===== config.mk =====
export PLATFORM = sky130hd
export DESIGN_NAME = uart_sdma_arbiter_flat
export DESIGN_NICKNAME = d
export VERILOG_FILES = /design/src/rtl/uart_sdma_arbiter_if.sv /design/src/rtl/uart_sdma_arbiter.sv /design/src/flat_wrapper.sv
export SDC_FILE = /design/constraint.sdc
export NUM_CORES = 1
export LEC_CHECK = 0
export BUFFER_PORTS_ARGS = -buffer_cell sky130_fd_sc_hd__buf_2
export CAP_MARGIN = 40
export CELL_PAD_IN_SITES_DETAIL_PLACEMENT = 1
export CELL_PAD_IN_SITES_GLOBAL_PLACEMENT = 2
export CORE_ASPECT_RATIO = 1.1
export CORE_MARGIN = 2
export CORE_UTILIZATION = 35
export CTS_BUF_LIST = sky130_fd_sc_hd__clkbuf_8
export DETAILED_ROUTE_END_ITERATION = 8
export GPL_TIMING_DRIVEN = 1
export PLACE_DENSITY = 0.95
export SYNTH_ARGS = -nofsm -noshare
export SYNTH_HDL_FRONTEND = slang
export SYNTH_SLANG_ARGS = --single-unit

===== constraint.sdc =====
create_clock -name WB_CLK -period 4.83 [get_ports WB_CLK]
set_input_delay 0.2415 -clock WB_CLK [delete_from_list [all_inputs] [get_ports WB_CLK]]
set_output_delay 0.2415 -clock WB_CLK [all_outputs]
set_load 0.02 [all_outputs]

===== src/rtl/uart_sdma_arbiter_if.sv =====
// Handshake bundle between the UART pair / SDMA channel and the round-robin arbiter.
// The arbiter binds to the slave modport; the driving side (UARTs + SDMA) binds to master.
interface uart_sdma_arbiter_if #(
    parameter int unsigned XFER_CNT_WIDTH = 8
);
    logic [1:0]                UART_Dma_Req_i;
    logic [1:0]                UART_Dma_Gnt_o;
    logic [1:0]                UART_Dma_Done_o;
    logic                      SDMA_Req_o;
    logic                      SDMA_Active_i;
    logic                      SDMA_Done_i;
    logic                      Arb_Busy_o;
    logic                      Timeout_o;
    logic                      Timeout_Sticky_o;
    logic [XFER_CNT_WIDTH-1:0] Xfer_Cnt0_o;
    logic [XFER_CNT_WIDTH-1:0] Xfer_Cnt1_o;

    modport slave (
        input  UART_Dma_Req_i, SDMA_Active_i, SDMA_Done_i,
        output UART_Dma_Gnt_o, UART_Dma_Done_o, SDMA_Req_o, Arb_Busy_o,
               Timeout_o, Timeout_Sticky_o, Xfer_Cnt0_o, Xfer_Cnt1_o
    );

    modport master (
        output UART_Dma_Req_i, SDMA_Active_i, SDMA_Done_i,
        input  UART_Dma_Gnt_o, UART_Dma_Done_o, SDMA_Req_o, Arb_Busy_o,
               Timeout_o, Timeout_Sticky_o, Xfer_Cnt0_o, Xfer_Cnt1_o
    );
endinterface


===== src/rtl/uart_sdma_arbiter.sv =====
// Round-robin arbiter sharing one SDMA channel between two UART RX-drain requests.
// Optional stall watchdog enabled by defining UART_SDMA_ARB_TIMEOUT_EN.
module uart_sdma_arbiter #(
    parameter int unsigned              TIMEOUT_WIDTH  = 10,
    parameter logic [TIMEOUT_WIDTH-1:0] TIMEOUT_CYCLES = 10'd1000,
    parameter int unsigned              XFER_CNT_WIDTH = 8
) (
    input  logic               WB_CLK,
    input  logic               WB_RST,
    uart_sdma_arbiter_if.slave bus
);

    typedef enum logic [1:0] {IDLE, REQ, ACTIVE, DONE} state_e;

    if (TIMEOUT_CYCLES < 2) begin : g_bad_timeout
        $error("TIMEOUT_CYCLES must be at least 2");
    end

    state_e                    state_q, state_d;
    logic                      owner_q, owner_d;
    logic                      last_owner_q, last_owner_d;
    logic [1:0]                gnt_q, gnt_d;
    logic [1:0]                done_q, done_d;
    logic                      sdma_req_q, sdma_req_d;
    logic                      busy_q, busy_d;
    logic [XFER_CNT_WIDTH-1:0] cnt0_q, cnt0_d;
    logic [XFER_CNT_WIDTH-1:0] cnt1_q, cnt1_d;
`ifdef UART_SDMA_ARB_TIMEOUT_EN
    logic [TIMEOUT_WIDTH-1:0]  wd_q, wd_d;
    logic                      timeout_q, timeout_d;
    logic                      sticky_q, sticky_d;
`endif

    always_comb begin
        // NOTE: every signal gets a default before the case so no path leaves one unassigned (no latches).
        state_d      = state_q;
        owner_d      = owner_q;
        last_owner_d = last_owner_q;
        gnt_d        = gnt_q;
        done_d       = 2'b00;
        sdma_req_d   = sdma_req_q;
        cnt0_d       = cnt0_q;
        cnt1_d       = cnt1_q;
`ifdef UART_SDMA_ARB_TIMEOUT_EN
        wd_d         = wd_q;
        timeout_d    = 1'b0;
        sticky_d     = sticky_q;
`endif

        case (state_q)
            IDLE: begin
                case (bus.UART_Dma_Req_i)
                    2'b01:   owner_d = 1'b0;
                    2'b10:   owner_d = 1'b1;
                    2'b11:   owner_d = ~last_owner_q;
                    default: owner_d = owner_q;
                endcase
                if (bus.UART_Dma_Req_i != 2'b00) begin
                    state_d    = REQ;
                    gnt_d      = owner_d ? 2'b10 : 2'b01;
                    sdma_req_d = 1'b1;
`ifdef UART_SDMA_ARB_TIMEOUT_EN
                    wd_d       = '0;
`endif
                end
            end
            REQ: begin
                if (bus.SDMA_Done_i) begin
                    state_d = DONE;
                end else if (bus.SDMA_Active_i) begin
                    state_d    = ACTIVE;
                    sdma_req_d = 1'b0;
                end
            end
            ACTIVE: begin
                if (bus.SDMA_Done_i) state_d = DONE;
            end
            default: state_d = IDLE;
        endcase

        // Completion is booked on entry to DONE so the pulse and counter land together.
        if (state_q == REQ || state_q == ACTIVE) begin
            if (state_d == DONE) begin
                gnt_d           = 2'b00;
                sdma_req_d      = 1'b0;
                done_d[owner_q] = 1'b1;
                last_owner_d    = owner_q;
                if (owner_q) cnt1_d = cnt1_q + 1'b1;
                else         cnt0_d = cnt0_q + 1'b1;
            end
`ifdef UART_SDMA_ARB_TIMEOUT_EN
            wd_d = wd_q + 1'b1;
            // Fires on the TIMEOUT_CYCLES-th cycle spent in REQ/ACTIVE; a coincident Done wins.
            if (!bus.SDMA_Done_i && wd_q == TIMEOUT_CYCLES - 1'b1) begin
                state_d      = IDLE;
                gnt_d        = 2'b00;
                sdma_req_d   = 1'b0;
                last_owner_d = owner_q;
                timeout_d    = 1'b1;
                sticky_d     = 1'b1;
            end
`endif
        end

        busy_d = (state_d != IDLE);
    end

    always_ff @(posedge WB_CLK) begin
        // NOTE: non-blocking assignments so every flop samples pre-edge values regardless of statement order.
        if (WB_RST) begin
            state_q      <= IDLE;
            owner_q      <= 1'b0;
            last_owner_q <= 1'b1;
            gnt_q        <= 2'b00;
            done_q       <= 2'b00;
            sdma_req_q   <= 1'b0;
            busy_q       <= 1'b0;
            cnt0_q       <= '0;
            cnt1_q       <= '0;
`ifdef UART_SDMA_ARB_TIMEOUT_EN
            wd_q         <= '0;
            timeout_q    <= 1'b0;
            sticky_q     <= 1'b0;
`endif
        end else begin
            state_q      <= state_d;
            owner_q      <= owner_d;
            last_owner_q <= last_owner_d;
            gnt_q        <= gnt_d;
            done_q       <= done_d;
            sdma_req_q   <= sdma_req_d;
            busy_q       <= busy_d;
            cnt0_q       <= cnt0_d;
            cnt1_q       <= cnt1_d;
`ifdef UART_SDMA_ARB_TIMEOUT_EN
            wd_q         <= wd_d;
            timeout_q    <= timeout_d;
            sticky_q     <= sticky_d;
`endif
        end
    end

    assign bus.UART_Dma_Gnt_o   = gnt_q;
    assign bus.UART_Dma_Done_o  = done_q;
    assign bus.SDMA_Req_o       = sdma_req_q;
    assign bus.Arb_Busy_o       = busy_q;
    assign bus.Xfer_Cnt0_o      = cnt0_q;
    assign bus.Xfer_Cnt1_o      = cnt1_q;
`ifdef UART_SDMA_ARB_TIMEOUT_EN
    assign bus.Timeout_o        = timeout_q;
    assign bus.Timeout_Sticky_o = sticky_q;
`else
    assign bus.Timeout_o        = 1'b0;
    assign bus.Timeout_Sticky_o = 1'b0;
`endif

endmodule

===== src/flat_wrapper.sv =====
// flat-port wrapper written by rule: the top's interface ports become plain ports
module uart_sdma_arbiter_flat 
#(
    parameter int unsigned              TIMEOUT_WIDTH  = 10,
    parameter logic [TIMEOUT_WIDTH-1:0] TIMEOUT_CYCLES = 10'd1000,
    parameter int unsigned              XFER_CNT_WIDTH = 8
)
  (WB_CLK, WB_RST, bus_UART_Dma_Req_i, bus_SDMA_Active_i, bus_SDMA_Done_i, bus_UART_Dma_Gnt_o, bus_UART_Dma_Done_o, bus_SDMA_Req_o, bus_Arb_Busy_o, bus_Timeout_o, bus_Timeout_Sticky_o, bus_Xfer_Cnt0_o, bus_Xfer_Cnt1_o);
  uart_sdma_arbiter_if #(.XFER_CNT_WIDTH(XFER_CNT_WIDTH)) bus_i ();
  input  logic WB_CLK;
  input  logic WB_RST;
  input wire logic [$bits(bus_i.UART_Dma_Req_i)-1:0] bus_UART_Dma_Req_i;
  input wire logic [$bits(bus_i.SDMA_Active_i)-1:0] bus_SDMA_Active_i;
  input wire logic [$bits(bus_i.SDMA_Done_i)-1:0] bus_SDMA_Done_i;
  output wire logic [$bits(bus_i.UART_Dma_Gnt_o)-1:0] bus_UART_Dma_Gnt_o;
  output wire logic [$bits(bus_i.UART_Dma_Done_o)-1:0] bus_UART_Dma_Done_o;
  output wire logic [$bits(bus_i.SDMA_Req_o)-1:0] bus_SDMA_Req_o;
  output wire logic [$bits(bus_i.Arb_Busy_o)-1:0] bus_Arb_Busy_o;
  output wire logic [$bits(bus_i.Timeout_o)-1:0] bus_Timeout_o;
  output wire logic [$bits(bus_i.Timeout_Sticky_o)-1:0] bus_Timeout_Sticky_o;
  output wire logic [$bits(bus_i.Xfer_Cnt0_o)-1:0] bus_Xfer_Cnt0_o;
  output wire logic [$bits(bus_i.Xfer_Cnt1_o)-1:0] bus_Xfer_Cnt1_o;
  assign bus_i.UART_Dma_Req_i = bus_UART_Dma_Req_i;
  assign bus_i.SDMA_Active_i = bus_SDMA_Active_i;
  assign bus_i.SDMA_Done_i = bus_SDMA_Done_i;
  assign bus_UART_Dma_Gnt_o = bus_i.UART_Dma_Gnt_o;
  assign bus_UART_Dma_Done_o = bus_i.UART_Dma_Done_o;
  assign bus_SDMA_Req_o = bus_i.SDMA_Req_o;
  assign bus_Arb_Busy_o = bus_i.Arb_Busy_o;
  assign bus_Timeout_o = bus_i.Timeout_o;
  assign bus_Timeout_Sticky_o = bus_i.Timeout_Sticky_o;
  assign bus_Xfer_Cnt0_o = bus_i.Xfer_Cnt0_o;
  assign bus_Xfer_Cnt1_o = bus_i.Xfer_Cnt1_o;
  uart_sdma_arbiter #(.TIMEOUT_WIDTH(TIMEOUT_WIDTH), .TIMEOUT_CYCLES(TIMEOUT_CYCLES), .XFER_CNT_WIDTH(XFER_CNT_WIDTH)) u_core (.WB_CLK(WB_CLK), .WB_RST(WB_RST), .bus(bus_i));
endmodule

==> results.md, run 1 <==
- Status: completed
- CP max stage delay: 0.53 ns
- Hold buffers post-CTS: 0
- Core area: approximately 0.0034 mm^2
- Post-Syn Instances: around 140
- Synth Area in Simple Gates: 28.10%
- Critical-path maximum fanout: 14
- Synth top area cells: dfxtp_1 41%, ha_1 7.0%, xor2_1 7.0%, nor2_1 5.4%, a21oi_1 3.6%
- Max-slew violations: 0
- Worst IR drop on VDD: roughly 0.00012 V
- WP depth: 7
- Syn-to-layout area delta: 16.78%
- Setup Crit Path Kind: reg -> reg
- Post-synth EDFFs: 0
- Worst path cell trace: inv_1 -> ha_1 -> o22ai_1 -> o21ai_2 -> nand3_4 -> or4_1 -> a21oi_1
- Initial drt markers: 30
- Final Hold Fails: 0
- Std-Cell Rows: 22
- Mux contribution to synthesized area: between 1.5 and 2%
- Avg Synthesized Cell Area: between 9 and 10 um^2
- Synth Area in XOR/XNOR: 6.951%
- Max-cap check violation count: 0
- Final std cells w/o fill: 210
- Layout cell share with drive strength beyond 1: ~23%
- Filler Cell Count: ~420
- Total Power: about 0.00057 W
- Sink Count: 26
- Worst EP arrival: about 2.5 ns
- DR WL/cell: 13.72 um
- Starting Density: a little under two fifths
- Adder and majority cell fraction of the synthesized area: under 10%
- Post-synth top area cell: dfxtp_1
- Placed insts: approximately 210
- Largest net degree at the start of global routing: 28
- Pwr/cell area: between 300 and 400 mW/mm^2
- Final net count: 176
- Critical Path Start Type: flop
- GR Overflow Total: 0
- Synthesis warning total: 0
- Root buf cell: clkbuf_8
- Fin Setup TNS: 0 ns
- Slowest library cell on the worst path: or4_1
- Via count of the routed design: 1,076
- FF+latch count, synth: 26
- Die area: between 0.004 and 0.005 mm^2
- TritonRoute pass-1 iters: 4
- Worst r2r path cells: 7
- Critical Path End: u_core.bus.Xfer_Cnt1_o[7]
- Vias in the first global route: roughly 1,000
- ANT cells: 0
- Crit path buf inv count: 1
- WHS: 0.3644 ns
- Height of the die: about 67 um
- Leak: around 0.63 nW
- Complex-gate fraction of the synthesized area: around a tenth
- Number of setup violations in the final report: 0
- CTS tree: built
- Total GRT Usage: 15.40%
- Period utilization: roughly half
- Final ANT Viol Nets: 0
- Post-synthesis sequential area ratio: 41.31%
- RSZ-0062 raised after global routing: false
- HPWL Detailed: approximately 2200 um
- Hold Crit Class: in -> reg
- Crit. Startpoint: u_core.state_q[0]
- Worst rel slew slack: 58.27%
- Initial antenna violation count: 0
- Chip Width: ~61 um
- FF-to-FF End: u_core.bus.Xfer_Cnt1_o[7]
- Synth async-reset ratio: 0%
- Fin util: between 40 and 50%
- CP Capture Type: flop
- CTS buffer count: 3
- Synth top area share: about 41%
- R2R Setup Slk: between 2 and 3 ns
- Post-cts repair resize count: 0
- RD Place Congestion: ~0.73
- H-tree depth: 1
- I/O pin cnt: 30
- Largest family of logic cells by synthesized area: simple AND/OR/NAND/NOR gates
- Synth unique cells: 35
- Critical Path RT: ~5 ns
- Vias per cell: 5.124
- DRC Markers: 0
- Fmax: 0.4305 GHz
- Min Tclk post-route: approximately 2.3 ns
- Clk Latency, worst-skew pair: around 0.27 ns
- Post-Route WL: around 2900 um
- Slew @ Worst Pin: between 0.6 and 0.7 ns
- R2r startpoint: u_core.state_q[0]
- First-pass GRT wire length: between 4000 and 5000 um
- Family with the most delay on the worst path: compound AO/OA/AOI/OAI gates
- Register clock-pin slew on the reported worst setup and hold paths: about 0.090 ns
- Setup Buffers After CTS: 0
- Post-synth top flop: dfxtp_1
- Clock buffer depth: 2
- PortBufs: 27
- Worst Clk Skew: 0.002852 ns
- Post-Syn Area: roughly 0.0013 mm^2
[registers in the layout (all words and copies together), names as in the netlist]
register                    count
u_core.bus.UART_Dma_Done_o      2
u_core.bus.UART_Dma_Gnt_o       2
u_core.bus.SDMA_Req_o           1
u_core.bus.Xfer_Cnt1_o          8
u_core.owner_q                  1
u_core.last_owner_q             1
u_core.bus.Xfer_Cnt0_o          8
u_core.state_q                  2
u_core.bus.Arb_Busy_o           1
[layer usage]
metal,part of all wire [%],vias up,wire length (um),global-route usage [%]
li1,-,526,-,-
met1,43,529,1233,19.24
met2,53,17,1514,25.93
met3,3.3,4,94,3.107
met4,1.3,0,38,4.891
met5,0,-,0,0
[worst min path at each step]
stage / from / endpoint / slack (ns) / cells after the start
after floorplan: u_core.last_owner_q / u_core.last_owner_q / 0.44 / 2
after global placement: u_core.bus.Xfer_Cnt1_o[7] / u_core.bus.Xfer_Cnt1_o[7] / 0.46 / 2
after detailed placement: u_core.last_owner_q / u_core.last_owner_q / 0.47 / 2
after CTS: bus_UART_Dma_Req_i[0] / u_core.owner_q / 0.35 / 4
after global routing: bus_UART_Dma_Req_i[0] / u_core.bus.UART_Dma_Gnt_o[0] / 0.39 / 3
final: bus_UART_Dma_Req_i[0] / u_core.owner_q / 0.36 / 4
[cell type report]
cell class | count | area [um^2] | area share (%)
Multi-Input combinational cell | 102 | 689.4 | 46.85
Clock buffer | 4 | 55.05 | 3.741
Tap cell | 48 | 60.06 | 4.082
Sequential cell | 26 | 520.5 | 35.37
Timing Repair Buffer | 27 | 135.1 | 9.184
Inverter | 3 | 11.26 | 0.7653
[power breakdown]
| group | internal, W | switching (W) | total (W) |
|---|---|---|---|
| Sequential | 0.000237 | 0.0000221 | 0.000259 |
| Combinational | 0.0000632 | 0.000112 | 0.000175 |
| Clock | 0.0000729 | 0.0000668 | 0.000140 |
[per-stage QoR]
| step | cell area (um^2) | setup WS (ns) |
|---|---|---|
| 2_1_floorplan | 1264 | 2.864 |
| 3_3_place_gp | 1416 | 2.730 |
| 3_5_place_dp | 1416 | 2.504 |
| 4_1_cts | 1471 | 2.477 |
| 5_1_grt | 1471 | 2.364 |
| 6_report | 1471 | 2.507 |
[kinds of logic (layout without fill, tap and decap cells)]
family,Yosys count,in the layout
AO/OA/AOI/OAI,19,19
buffers and inverters,11,34
adder cells (fa/ha/maj),7,7
XOR/XNOR,10,10
AND/OR/NAND/NOR,62,62
flip-flops,26,26
other,1,2
multiplexers,2,2
[cell usage after synthesis (all sizes together) (2+ instances only)]
cell type / n
or3: 2
buf: 5
nand3: 6
and3: 2
dfxtp: 26
nor2: 18
inv: 3
nand2b: 2
o21ai: 3
o31ai: 2
a21oi: 9
clkbuf: 3
nor3: 5
mux2i: 2
ha: 7
nand4: 6
nand2: 7
nor4b: 2
xor2: 10
nand3b: 4
nor3b: 3
o31a: 2
[cells in the final DEF (no fill, tap or decap), drive strengths merged, types with 2 or more instances in the layout]
cell type   n
o31ai       2
nand4       6
clkbuf      4
ha          7
inv         3
nand3       6
buf        27
nand2       7
o31a        2
mux2i       2
conb        2
nor3        5
o21ai       3
nand2b      2
xor2       10
dfxtp      26
nand3b      4
nor2       18
nor3b       3
nor4b       2
a21oi       9
and3        2
or3         2
[worst reg2reg max path, stage by stage (launching register included)]
cell and delay (ns):
dfxtp_1 0.38, inv_1 0.11, ha_1 0.23, o22ai_1 0.14, o21ai_2 0.52, nand3_4 0.19, or4_1 0.53, a21oi_1 0.16
Power figures use the tool's default switching activity.
==> run 2, diff against run 1 <==
--- a/config.mk
+++ b/config.mk
@@ -5,17 +5,18 @@
 export SDC_FILE = /design/constraint.sdc
 export NUM_CORES = 1
 export LEC_CHECK = 0
+export ABC_AREA = 1
 export BUFFER_PORTS_ARGS = -buffer_cell sky130_fd_sc_hd__buf_2
 export CAP_MARGIN = 40
 export CELL_PAD_IN_SITES_DETAIL_PLACEMENT = 1
 export CELL_PAD_IN_SITES_GLOBAL_PLACEMENT = 2
 export CORE_ASPECT_RATIO = 1.1
 export CORE_MARGIN = 2
-export CORE_UTILIZATION = 35
+export CORE_UTILIZATION = 32
 export CTS_BUF_LIST = sky130_fd_sc_hd__clkbuf_8
 export DETAILED_ROUTE_END_ITERATION = 8
 export GPL_TIMING_DRIVEN = 1
-export PLACE_DENSITY = 0.95
+export PLACE_DENSITY = 0.92
 export SYNTH_ARGS = -nofsm -noshare
 export SYNTH_HDL_FRONTEND = slang
 export SYNTH_SLANG_ARGS = --single-unit
==> constraint.sdc (replaced) <==
create_clock -name WB_CLK -period 2.21 [get_ports WB_CLK]
set_input_delay 0.1105 -clock WB_CLK [delete_from_list [all_inputs] [get_ports WB_CLK]]
set_output_delay 0.1105 -clock WB_CLK [all_outputs]
set_load 0.02 [all_outputs]
==> run 2 against run 1 <==
Against the previous run:
- via count grew 25%
- first-iteration DRC count grew 43%
- clock power grew 94%
- clock skew grew 0.0024 ns
- maximum frequency grew 22%
- register-to-register slack lost 2.2 ns
- non-clock buffer count is the same
- die area grew 28%
- critical endpoint is now u_core.last_owner_q
- largest cell class unchanged
- highest routed layer unchanged
==> results.md, run 2 <==
- Status: completed
- Starting Density: 32.68% (-4.5 points)
- Final net count: 237 (+35%)
- Synth top area cells: dfxtp_1 35%, nand2_1 11%, nand4_1 7.1%, ha_1 5.8%, a21oi_1 5.3%
- CP max stage delay: 0.41 ns (-0.12 ns)
- Largest net degree at the start of global routing: 21 (-25%)
- Layout cell share with drive strength beyond 1: 18.92% (-3.9 points)
- Initial drt markers: 43 (+43%)
- Setup Buffers After CTS: 0 (unchanged)
- Max-cap check violation count: 0 (unchanged)
- Chip Width: 69.26 um (+13%)
- Vias per cell: 4.827 (-5.8%)
- Final setup margin: 0.3074 ns (-2.200 ns)
- Commonest cells after routing, fill and taps aside: 45 x nand2_1, 27 x buf_2, 26 x dfxtp_1
- Setup Crit Path Kind: reg -> reg
- Critical-path maximum fanout: 20 (+6)
- Crit path buf inv count: 1 (unchanged)
- Register clock-pin slew on the reported worst setup and hold paths: 0.09 ns (about the same)
- Final ANT Viol Nets: 0 (unchanged)
- Period utilization: 86.09% (+38 points)
- Clk Latency, worst-skew pair: 0.27 ns (about the same)
- Avg Synthesized Cell Area: 7.532 um^2 (-18%)
- Critical Path Start Type: flop
- First-pass GRT wire length: 5720 um (+20%)
- DR WL/cell: 12.06 um (-12%)
- Number of setup violations in the final report: 0 (unchanged)
- Post-Route WL: 3353 um (+16%)
- Post-synth top area cell: dfxtp_1
- Clock buffer depth: 2 (unchanged)
- Total GRT Usage: 13.41% (-2.0 points)
- Worst Clk Skew: 0.005215 ns (+0.002363 ns)
- CTS tree: built
- Vias in the first global route: 1,284 (+23%)
- Synth async-reset ratio: 0% (unchanged)
- Fin Setup TNS: 0 ns (unchanged)
- Synth top area share: 34.72% (-6.6 points)
- Die area: 0.005248 mm^2 (+28%)
- ANT cells: 0 (unchanged)
- Worst IR drop on VDD: 0.0004262 V (+250%)
- Sink Count: 26 (unchanged)
- HPWL Detailed: 2495 um (+16%)
- Post-Syn Instances: 199 (+44%)
- CP Capture Type: flop
- Filler Cell Count: 595 (+42%)
- Worst EP arrival: 2.08 ns (-0.45 ns)
- RSZ-0062 raised after global routing: false
- Post-synth top flop: dfxtp_1
- Root buf cell: clkbuf_8
- Most common cell after layout, fill and taps aside: nand2_1
- Fmax: 0.5256 GHz (+22%)
- Post-cts repair resize count: 0 (unchanged)
- H-tree depth: 1 (unchanged)
- Post-Syn Area: 0.001499 mm^2 (+19%)
- I/O pin cnt: 30 (unchanged)
- R2r startpoint: u_core.state_q[0]
- Critical Path RT: 2.38 ns (-2.65 ns)
- RD Place Congestion: 0.7453 (+2.3%)
- Initial antenna violation count: 0 (unchanged)
- Height of the die: 75.78 um (+13%)
- Max-slew violations: 0 (unchanged)
- Hold buffers post-CTS: 0 (unchanged)
- Final Hold Fails: 0 (unchanged)
- Post-synthesis sequential area ratio: 34.72% (-6.6 points)
- Most common cell in the netlist: nand2_1
- TritonRoute pass-1 iters: 4 (unchanged)
- Pwr/cell area: 837.0 mW/mm^2 (+110%)
- Std-Cell Rows: 26 (+18%)
- Worst path cell trace: inv_1 -> ha_1 -> nand2_1 -> nand3_2 -> nand2_1 -> nand2_1 -> nor2_1 -> nor2_1
- CTS buffer count: 3 (unchanged)
- Worst slack at placement: 0.3029 ns (-2.201 ns)
- Synth unique cells: 31 (-11%)
- Syn-to-layout area delta: 10.85%
- GR Overflow Total: 0 (unchanged)
- Cell with the most instances on the worst path: nand2_1
- DRC Markers: 0 (unchanged)
- Min Tclk post-route: 1.903 ns (-0.4204 ns)
- Hold Startpoint: bus_SDMA_Active_i
- Slowest library cell on the worst path: dfxtp_1
- PortBufs: 27 (unchanged)
- Synthesis warning total: 0 (unchanged)
- Crit. Startpoint: u_core.state_q[0]
- Post-synth top cells: 45 x nand2_1, 26 x dfxtp_1, 21 x inv_1
- Hold Crit Class: in -> reg
- Core area: 0.004587 mm^2 (+35%)
- Leak: 0.7622 nW (+20%)
- Post-synth EDFFs: 0 (unchanged)
- Via count of the routed design: 1,342 (+25%)
- FF+latch count, synth: 26 (unchanged)
- Family with the most delay on the worst path: simple AND/OR/NAND/NOR gates
run 2: cells by family after synthesis:
| logic type | count (synthesis) | synth area share [%] |
|---|---|---|
| AO/OA/AOI/OAI | 28 | 10.35 |
| buffers and inverters | 32 | 11.85 |
| XOR/XNOR | 6 | 3.506 |
| AND/OR/NAND/NOR | 99 | 33.47 |
| flip-flops | 26 | 34.72 |
| adder cells (fa/ha/maj) | 7 | 5.843 |
| other | 1 | 0.2502 |
run 2: metrics by stage:
step	total power [W]	utilization (%)	instance area [um^2]	hold slack, ns	std cells
global route	0.001486	36.22	1662	0.2404	278
finish	0.001391	36.22	1662	0.2036	278
detailed placement	0.001137	35.32	1620	0.4681	275
CTS	0.001412	36.22	1662	0.2104	278
global placement	0.001127	35.32	1620	0.4635	275
floorplan	0.001074	-	1503	0.3228	200
run 2: tightest hold or removal path: stages:
cell       delay, ns
buf_2           0.10
nand4_1         0.09
o2111ai_1       0.09
inv_1           0.04
run 2: final cells by class:
cell class                 count  area [um^2]  area share (%)
inverter                      24        90.09           5.422
tap                           56        70.07           4.217
timing repair buffer          27        135.1           8.133
multi-input combinational    142        804.5           48.42
sequential                    26        520.5           31.33
clock buffer                   3        41.29           2.485
run 2: path summary, 6_finish.rpt:
path | end | slack, ns | cells past startpoint
worst max-delay path | u_core.last_owner_q | 0.31 | 8
worst min register to register | u_core.last_owner_q | 0.49 | 2
worst max register to register | u_core.last_owner_q | 0.31 | 8
worst min-delay path | u_core.bus.SDMA_Req_o | 0.20 | 4
run 2: routing by layer:
layer | share of wire [%] | GRT usage (%) | vias to the layer above
li1 | - | - | 691
met1 | 47 | 16.21 | 629
met2 | 48 | 24.15 | 17
met3 | 3.3 | 2.116 | 5
met4 | 1.6 | 5.664 | 0
met5 | 0 | 0 | -
run 2: where the power goes:
part / internal (W) / leakage (nW) / total [W] / switching, W
logic: 0.000151 / 0.529 / 0.000540 / 0.000389
registers: 0.000527 / 0.211 / 0.000579 / 0.0000512
clock network: 0.000122 / 0.0216 / 0.000272 / 0.000150
total: 0.000801 / 0.762 / 0.00139 / 0.000590
